--- src/rtl/bin2bcd_pkg.sv ---
// Shared types and constants for the binary-to-BCD Avalon slave.
// Optional leading-zero blanking is enabled by defining BIN2BCD_BLANK_EN.
package bin2bcd_pkg;

   typedef enum logic [1:0] {
      IDLE,
      SHIFT,
      DONE
   } state_t;

   localparam logic ADDR_DATA   = 1'b0;
   localparam logic ADDR_RESULT = 1'b1;

   localparam int STAT_BUSY = 0;
   localparam int STAT_DONE = 1;
   localparam int STAT_OVR  = 2;

   // Decimal digits needed to hold 2^dataW - 1.
   function automatic int minDigits(input int dataW);
      longint unsigned v;
      int n;
      v = (64'd1 << dataW) - 64'd1;
      n = 1;
      for (int i = 0; i < 20; i++) begin
         if (v >= 64'd10) begin
            v = v / 64'd10;
            n++;
         end
      end
      return n;
   endfunction

endpackage

--- src/rtl/bin2bcd_add3.sv ---
// Double-dabble digit correction: add 3 to any digit of 5 or more.
// Pure combinational; one instance per BCD digit.
module bcd_add3 (
   input  logic [3:0] iDigit,
   output logic [3:0] oDigit
);

   assign oDigit = (iDigit >= 4'd5) ? iDigit + 4'd3 : iDigit;

endmodule

--- src/rtl/bin2bcd_avalon.sv ---
// Avalon-MM slave converting a binary operand to packed BCD (shift-add-3).
// Define BIN2BCD_BLANK_EN to drive a leading-zero blank mask on oBlank.
module bin2bcd_avalon
   import bin2bcd_pkg::*;
#(
   parameter int DATA_W     = 16,
   parameter int NUM_DIGITS = 5
) (
   input  logic                      iClk,
   input  logic                      iReset_n,
   input  logic                      iChip_select_n,
   input  logic                      iWrite_n,
   input  logic                      iRead_n,
   input  logic                      iAddress,
   input  logic [31:0]               iWriteData,
   output logic [31:0]               oReadData,
   output logic [4*NUM_DIGITS-1:0]   oBcd,
   output logic                      oValid,
   output logic                      oBusy,
   output logic [NUM_DIGITS-1:0]     oBlank
);

   localparam int BW = 4 * NUM_DIGITS;
   localparam int CW = $clog2(DATA_W + 1);
   localparam logic [CW-1:0] CNT_INIT = CW'(DATA_W);
   localparam logic [CW-1:0] CNT_ONE  = CW'(1);

   generate
      if (DATA_W < 4 || DATA_W > 30) begin : gBadWidth
         $error("bin2bcd_avalon: DATA_W out of range 4..30");
      end
      if (NUM_DIGITS < minDigits(DATA_W)) begin : gBadDigits
         $error("bin2bcd_avalon: NUM_DIGITS too small for DATA_W");
      end
   endgenerate

   state_t              state;
   state_t              stateNext;
   logic [DATA_W-1:0]   binReg;
   logic [BW-1:0]       bcdWork;
   logic [BW-1:0]       bcdAdj;
   logic [CW-1:0]       cnt;
   logic                doneFlag;
   logic                ovr;
   logic                wrStb;
   logic                rdStb;
   logic [31:0]         statusWord;
   logic [31:0]         resultWord;
   logic                unusedBits;

   assign wrStb = ~iChip_select_n & ~iWrite_n & (iAddress == ADDR_DATA);
   assign rdStb = ~iChip_select_n & ~iRead_n;
   assign unusedBits = ^{iWriteData[31:DATA_W], bcdAdj[BW-1]};

   genvar g;
   generate
      for (g = 0; g < NUM_DIGITS; g++) begin : gAdd3
         bcd_add3 uAdd3 (
            .iDigit (bcdWork[4*g +: 4]),
            .oDigit (bcdAdj[4*g +: 4])
         );
      end
   endgenerate

   always_ff @(posedge iClk or negedge iReset_n) begin
      if (!iReset_n) begin
         state <= IDLE;
         oBusy <= 1'b0;
      end else begin
         state <= stateNext;
         oBusy <= (stateNext != IDLE);
      end
   end

   always_comb begin
      stateNext = state;
      case (state)
         IDLE:    if (wrStb) stateNext = SHIFT;
         SHIFT:   if (cnt == CNT_ONE) stateNext = DONE;
         DONE:    stateNext = IDLE;
         default: stateNext = IDLE;
      endcase
   end

   always_ff @(posedge iClk or negedge iReset_n) begin
      if (!iReset_n) begin
         binReg   <= '0;
         bcdWork  <= '0;
         cnt      <= '0;
         doneFlag <= 1'b0;
         oBcd     <= '0;
         oValid   <= 1'b0;
      end else begin
         oValid <= 1'b0;
         case (state)
            IDLE: begin
               if (wrStb) begin
                  binReg   <= iWriteData[DATA_W-1:0];
                  bcdWork  <= '0;
                  cnt      <= CNT_INIT;
                  doneFlag <= 1'b0;
               end
            end
            SHIFT: begin
               bcdWork <= {bcdAdj[BW-2:0], binReg[DATA_W-1]};
               binReg  <= binReg << 1;
               cnt     <= cnt - CNT_ONE;
            end
            DONE: begin
               oBcd     <= bcdWork;
               oValid   <= 1'b1;
               doneFlag <= 1'b1;
            end
            default: ;
         endcase
      end
   end

   always_comb begin
      statusWord            = '0;
      statusWord[STAT_BUSY] = oBusy;
      statusWord[STAT_DONE] = doneFlag;
      statusWord[STAT_OVR]  = ovr;
   end

   generate
      if (BW >= 32) begin : gResTrunc
         assign resultWord = oBcd[31:0];
      end else begin : gResExt
         assign resultWord = {{(32-BW){1'b0}}, oBcd};
      end
   endgenerate

   // A write rejected while busy outranks a status read clearing the flag.
   always_ff @(posedge iClk or negedge iReset_n) begin
      if (!iReset_n) begin
         ovr       <= 1'b0;
         oReadData <= '0;
      end else begin
         if (wrStb && state != IDLE)
            ovr <= 1'b1;
         else if (rdStb && iAddress == ADDR_DATA)
            ovr <= 1'b0;
         if (rdStb)
            oReadData <= (iAddress == ADDR_DATA) ? statusWord : resultWord;
      end
   end

`ifdef BIN2BCD_BLANK_EN
   logic [NUM_DIGITS-1:0] blankNext;
   logic                  zeroAbove;

   always_comb begin
      blankNext = '0;
      zeroAbove = 1'b1;
      for (int i = NUM_DIGITS - 1; i > 0; i--) begin
         zeroAbove    = zeroAbove & (bcdWork[4*i +: 4] == 4'd0);
         blankNext[i] = zeroAbove;
      end
   end

   always_ff @(posedge iClk or negedge iReset_n) begin
      if (!iReset_n)
         oBlank <= '0;
      else if (state == DONE)
         oBlank <= blankNext;
   end
`else
   assign oBlank = '0;
`endif

endmodule

--- config.mk ---
export PLATFORM = sky130hd
export DESIGN_NAME = bin2bcd_avalon
export DESIGN_NICKNAME = d
export VERILOG_FILES = /design/src/rtl/bin2bcd_pkg.sv /design/src/rtl/bin2bcd_add3.sv /design/src/rtl/bin2bcd_avalon.sv
export SDC_FILE = /design/constraint.sdc
export NUM_CORES = 1
export LEC_CHECK = 0
export BUFFER_PORTS_ARGS = -buffer_cell sky130_fd_sc_hd__buf_4
export CAP_MARGIN = 5
export CORE_UTILIZATION = 50
export DETAILED_ROUTE_END_ITERATION = 10
export PLACE_DENSITY = 0.81
export SLEW_MARGIN = 10
export SYNTH_ARGS = -nofsm -noshare
export SYNTH_HDL_FRONTEND = slang
export SYNTH_SLANG_ARGS = --single-unit
--- constraint.sdc ---
create_clock -name iClk -period 1.9 [get_ports iClk]
set_input_delay 0 -clock iClk [delete_from_list [all_inputs] [get_ports iClk]]
set_output_delay 0 -clock iClk [all_outputs]
set_load 0.005 [all_outputs]
==> results.md, run 1 <==
- Status: completed
- Lkg Pwr: between 2 and 2.5 nW
- Slew Limit Fails: 0
- H-tree depth: 3
- DRC: 0
- Final non-filler cell total: between 500 and 600
- Number of antenna violations at the first check in global routing: 0
- Worst setup margin: between 0.15 and 0.2 ns
- Largest cells by area after synthesis: dfrtp_1 (53%), o21ai_0 (6.6%), nand2_1 (6.1%)
- Synth cell count leaders: dfrtp_1 (87), nand2_1 (66), o21ai_0 (54)
- Most frequent cell after synthesis: dfrtp_1
- Hold depth: 3
- Syn Area/Cell: between 10 and 15 sq um
- Clock transition at path regs: around 0.09 ns
- RSZ-0062 raised after global routing: no
- # rows: 32
- # resized after CTS: 0
- Worst path slowest cell: or4_4
- Place WS: between 0.2 and 0.25 ns
- Worst Skew: between 0.01 and 0.015 ns
- Maxcap violations: 0
- FF-to-FF path depth: 4
- Initial drt markers: 281
- Filler cells: around 580
- Critical path class: flop to flop
- Yosys reg bits: 87
- Final critical-path required period: roughly 1.7 ns
- Floorplan core area: roughly 0.0078 sq mm
- Critical path data required time: approximately 2.1 ns
- Starting density of the core: 0.524
- Main synth FF type: dfrtp_1
- Clock Root Buffer: clkbuf_8
- Die Area: 0.00855 sq mm
- Count of cell types in the netlist: about 40
- Final hold vios: 0
- Hold Crit Class: input pin to flop
- GRT Overall Usage: 0.224
- Critical path cell sequence: or4_4 -> buf_4 -> and3_1 -> a221o_1
- Num CTS Buffers: 9
- Die width: approximately 90 microns
- YS warnings: 0
- # clock sinks: 87
- Setup TNS: 0 ns
- Fin area: 0.00507 sq mm
- VDD IR max: 0.544 mV
- Drt pass-1 iters: 5
- Gp weighted congestion: between 0.8 and 0.9
- Post-DP Area: 0.00462 sq mm
- Largest net degree at the start of global routing: 50
- Asr flop ratio synth: 1.00
- Biggest area consumer among synthesized cells: dfrtp_1
- Final WL: 8.85 mm
- Mapped Area: 0.00409 sq mm
- EDFF count, synth: 0
- P&R area growth vs syn: 24.0%
- I/O Pins: 97
- TritonCTS clock tree: yes
- Fraction of layout cells with a size suffix above 1: 0.196
- Input/output buffers: between 60 and 70
- Final Setup Violations: 0
- Top cell type's share of synthesized area: 0.532
- Vias post-DR: ~3300
- Via count of the first global-routing pass: about 3200
- Seq/Total Area, Yosys: 0.532
- Vias per std cell: between 5 and 6
- Worst EP arrival: slightly below 2 ns
- Final Cycle Share: 0.918
- Dpl cells: approximately 560
- Pwr dens: 1470 mW/mm^2
- Final antenna-violating net count: 0
- Fin util: 0.650
- Worst Setup End Kind: flop
- Global-route wire length before repair: 15.1 mm
- Grt total ovfl: 0
- Latest clock arrival within the worst-skew pair: 0.36 ns
- Nets: 536
- Routed length per instance: 14.9 microns
- Post-Syn Instances: around 410
- Max Freq: between 0.5 and 0.6 GHz
- Clock Path Buffers: 2
- Max stage delay on crit path: approximately 0.53 ns
- CP Launch Type: flop
- Die Y: about 90 microns
- Hpwl dp: about 5.7 mm
- Worst Path Max Fanout: 11
- ANT cells: 0
## cell families after synthesis
family          synth area share
xor+xnor                 0.00856
compound gates             0.178
fa+ha+maj                 0.0367
mux                       0.0171
simple gates               0.147
flops                      0.532
buf+inv                   0.0798
other cells             0.000916
## final timing paths
path	from	end	slack [ns]
worst max register to register	state[1]	binReg[8]	0.16
worst min register to register	oReadData[6]	oReadData[6]	0.49
worst min-delay path	iAddress	oReadData[10]	0.02
min in group asynchronous	iReset_n	binReg[8]	0.14
worst max-delay path	state[1]	binReg[8]	0.16
max in group asynchronous	iReset_n	oBcd[16]	1.14
## worst max-delay path: cells and delay by family (launching register included)
| family | cells | cell delay [ns] |
|---|---|---|
| compound gates | 1 | 0.31 |
| buf+inv | 1 | 0.19 |
| flops | 1 | 0.39 |
| simple gates | 2 | 0.73 |
## through the flow
step | total power [mW] | hold slack [ns]
global placement | 5.52 | -0.00152
floorplan | 4.74 | -0.296
finish | 7.45 | 0.0193
global route | 7.96 | 0.0301
CTS | 7.42 | 0.0118
detailed placement | 5.68 | -0.00537
## area by class of cell
| type | instances | area [sq um] | share of cell area |
|---|---|---|---|
| Inverter | 25 | 93.8 | 0.0185 |
| Sequential cell | 87 | 2180 | 0.429 |
| Timing Repair Buffer | 93 | 758 | 0.149 |
| Tap cell | 102 | 128 | 0.0251 |
| Multi-Input combinational cell | 270 | 1650 | 0.325 |
| Clock buffer | 9 | 124 | 0.0244 |
| Clock inverter | 7 | 143 | 0.0281 |
## state kept, by name, indices dropped and copies added, names as in the netlist, 2 cells and up
signal,cells
cnt,5
state,2
bcdWork,20
binReg,16
oReadData,20
oBcd,20
## timing repair
| action | 4_1_cts | 5_1_grt |
|---|---|---|
| buffers inserted | 0 | 0 |
| setup endpoints to repair | 0 | 0 |
| hold buffers | 19 | 0 |
| hold endpoints to repair | 55 | 0 |
## layout by cell type, fill, tap and decap left out, drive strengths merged, types with 2 or more instances in the layout
| cell type | n |
|---|---|
| nand2b | 8 |
| buf | 74 |
| ha | 12 |
| xnor2 | 4 |
| o21ai | 54 |
| conb | 17 |
| or4 | 3 |
| o221ai | 5 |
| nand2 | 66 |
| nor2b | 6 |
| inv | 27 |
| dfrtp | 87 |
| bufinv | 4 |
| nand3 | 10 |
| nor3b | 2 |
| nor2 | 2 |
| a211o | 5 |
| or2 | 2 |
| o2111ai | 10 |
| a221o | 11 |
| or3 | 2 |
| clkbuf | 9 |
| o211ai | 6 |
| nor4 | 5 |
| o32ai | 4 |
| and3 | 15 |
| o21a | 5 |
| dlygate4sd3 | 19 |
| mux2i | 7 |
## metal layers
layer,routed length (microns),GRT usage,vias up,share of wire
li1,-,-,1561,-
met1,3980,0.309,1616,0.45
met2,4270,0.348,121,0.48
met3,428,0.0435,22,0.048
met4,170,0.0885,0,0.019
met5,0,0,-,0
## power breakdown
| group | internal [mW] | switching (mW) | total (mW) | leakage (nW) |
|---|---|---|---|---|
| Sequential | 2.46 | 0.454 | 2.91 | 1.15 |
| Clock | 1.01 | 0.684 | 1.70 | 0.134 |
| Combinational | 1.31 | 1.53 | 2.83 | 1.20 |
| Total | 4.78 | 2.66 | 7.45 | 2.49 |
No activity file was read; power rests on OpenSTA's default activity.
==> run 2: changes to the inputs <==
==> constraint.sdc (replaced) <==
create_clock -name iClk -period 1.69 [get_ports iClk]
set_input_delay 0 -clock iClk [delete_from_list [all_inputs] [get_ports iClk]]
set_output_delay 0 -clock iClk [all_outputs]
set_load 0.005 [all_outputs]
==> run 2 against run 1 <==
Against the previous run: setup slack worse by 0.10 ns; total power is 11% higher; register-to-register slack worse by 0.10 ns; via count is 2.7% lower; first-iteration DRC count is 7.1% lower; global-route usage is 0.41 points lower; critical path depth stayed put; design area is 0.59% higher; non-clock buffer count is 3 higher; sequential share of layout area is 0.25 points lower; final cell count is 0.51% higher; clock power is 5% higher; highest routed layer unchanged.
==> results.md, run 2 (synthesis gave the netlist of run 1 again) <==
- Clock transition at path regs: ~0.080 ns
- Final hold vios: 0
- Area of the multi-input gates: roughly 0.0017 sq mm
- Die Area: roughly 0.0086 sq mm
- Gp weighted congestion: between 0.8 and 0.9
- Int Pwr: ~5.4 mW
- Setup repair bufs after CTS: 0
- Filler cells: ~580
- Clock Root Buffer: clkbuf_8
- P_sw: 2.92 mW
- DRC: 0
- Final Setup Violations: 0
- Nets: around 540
- Final WL: 8.62 mm
- Critical path data required time: between 1.5 and 2 ns
- Status: completed
- Maxcap violations: 0
- Crit path from: state[1]
- CP Launch Type: flop
- Starting density of the core: 0.524
- Final Cycle Share: 0.969
- Slew Limit Fails: 0
- Vias post-DR: approximately 3200
- Pwr dens: roughly 1600 mW/mm^2
- Worst Setup End Kind: flop
- Hold WS: 0.0295 ns
- Hold path startpoint: iWrite_n
- Critical path class: flop to flop
- Largest registers: bcdWork x20, oBcd x20, oReadData x20
- Routing usage on met3: 0.0435
- Latest clock arrival within the worst-skew pair: between 0.3 and 0.4 ns
- Worst EP arrival: around 1.9 ns
- Sw Share: 0.353
- Clock Path Buffers: 2
- Comb pwr share: 0.389
- Lkg Pwr: around 2.5 nW
- M2 GR Usage: 0.350
- Register share of total power: 0.396
- ANT cells: 0
- Final critical-path required period: between 1.5 and 2 ns
- Worst Path Max Fanout: 11
- Via count of the first global-routing pass: slightly above 3000
- GRT Overall Usage: 0.220
- Vias per std cell: 5.42
- Routed length per instance: about 14 microns
- VDD IR max: 0.560 mV
- H-tree depth: 3
- Worst path slowest cell: or4_4
- I/O Pins: 97
- Floorplan core area: a little under 0.008 sq mm
- Largest net degree at the start of global routing: 43
- Max stage delay on crit path: around 0.5 ns
- Grt total ovfl: 0
- TritonCTS clock tree: yes
- Commonest cells after routing, fill and taps aside: dfrtp_1 (87), buf_4 (74), nand2_1 (66)
- Die width: 92.5 microns
- Post-DP Area: between 0.004 and 0.005 sq mm
- Input/output buffers: 63
- Die Y: 92.5 microns
- Reg area: between 0.002 and 0.0025 sq mm
- # rows: 32
- Global-route wire length before repair: approximately 15 mm
- Worst Skew: about 0.013 ns
- Clock share of power: 0.215
- Final antenna-violating net count: 0
- Num CTS Buffers: 9
- Number of antenna violations at the first check in global routing: 0
- Hpwl dp: between 5 and 6 mm
- Critical path cell sequence: or4_4 -> buf_6 -> and3_1 -> a221o_1
- P&R area growth vs syn: 24.7%
- Commonest non-fill, non-tap cell in the layout: dfrtp_1
- Fraction of layout cells with a size suffix above 1: 0.200
- Fin area: 0.00510 sq mm
- Hold Crit Class: input pin to flop
- Max Freq: 0.611 GHz
- Reg2reg start: state[1]
- Gr busiest metal: met2
- # clock sinks: 87
- Drt pass-1 iters: 4
- RSZ-0062 raised after global routing: no
- Grt met1 use: 0.293
- Initial drt markers: ~260
-- run 2: cell count changes in the layout (fill, tap and decap cells not counted), sizes merged --
cell | before | now
buf | 74 | 77
bufinv | 4 | 3
clkbuf | 9 | 11
clkinv | 1 | 2
inv | 27 | 25
-- run 2: critical path, delay by kind of cell (launching register included) --
family | cells | cell delay [ns]
and+or+nand+nor | 2 | 0.69
DFF | 1 | 0.40
AOI/OAI and AO/OA | 1 | 0.27
buffers and inverters | 1 | 0.16
-- run 2: timing repair --
action	in CTS	in global routing
gates resized for setup	1	1
endpoints found under the hold margin	58	0
pin swaps	0	1
hold buffers	19	0
endpoints found under the setup margin	3	11
-- run 2: per-stage QoR --
step,power (mW),cells,utilization,worst slack [ns],setup TNS (ns)
6_report,8.28,596,0.654,0.0529,0
5_1_grt,8.87,596,0.654,0.0241,0
4_1_cts,8.30,596,0.653,0.0108,0
3_5_place_dp,6.45,561,0.596,-0.0115,-0.0115
3_3_place_gp,6.27,561,0.596,0.0640,0
2_1_floorplan,5.33,422,-,0.0547,0
-- run 2: final timing paths --
kind,endpoint,slack [ns],cells after the start
worst max register to register,binReg[8],0.05,4
worst min-delay path,ovr,0.03,3
worst max-delay path,binReg[8],0.05,4
min in group asynchronous,binReg[8],0.14,2
max in group asynchronous,bcdWork[9],0.98,3
worst min register to register,oReadData[1],0.48,2
-- run 2: power groups by stage --
stage	Clock, mW	Combinational [mW]	Sequential [mW]
2_1_floorplan	0	2.14	3.20
3_3_place_gp	0	3.01	3.26
3_5_place_dp	0	3.15	3.30
4_1_cts	1.81	3.22	3.27
5_1_grt	1.90	3.60	3.37
6_report	1.78	3.22	3.28
-- run 2: cell type report --
class / count / share of cell area
Clock inverter: 5 / 0.0203
Tap cell: 102 / 0.0250
Multi-Input combinational cell: 270 / 0.324
Inverter: 25 / 0.0189
Timing Repair Buffer: 96 / 0.156
Sequential cell: 87 / 0.426
Clock buffer: 11 / 0.0297
-- run 2: per-layer routing --
layer	wire length, microns	vias up
met2	4030	106
met3	428	15
li1	-	1563
met1	3980	1546
met4	180	0
met5	0	-
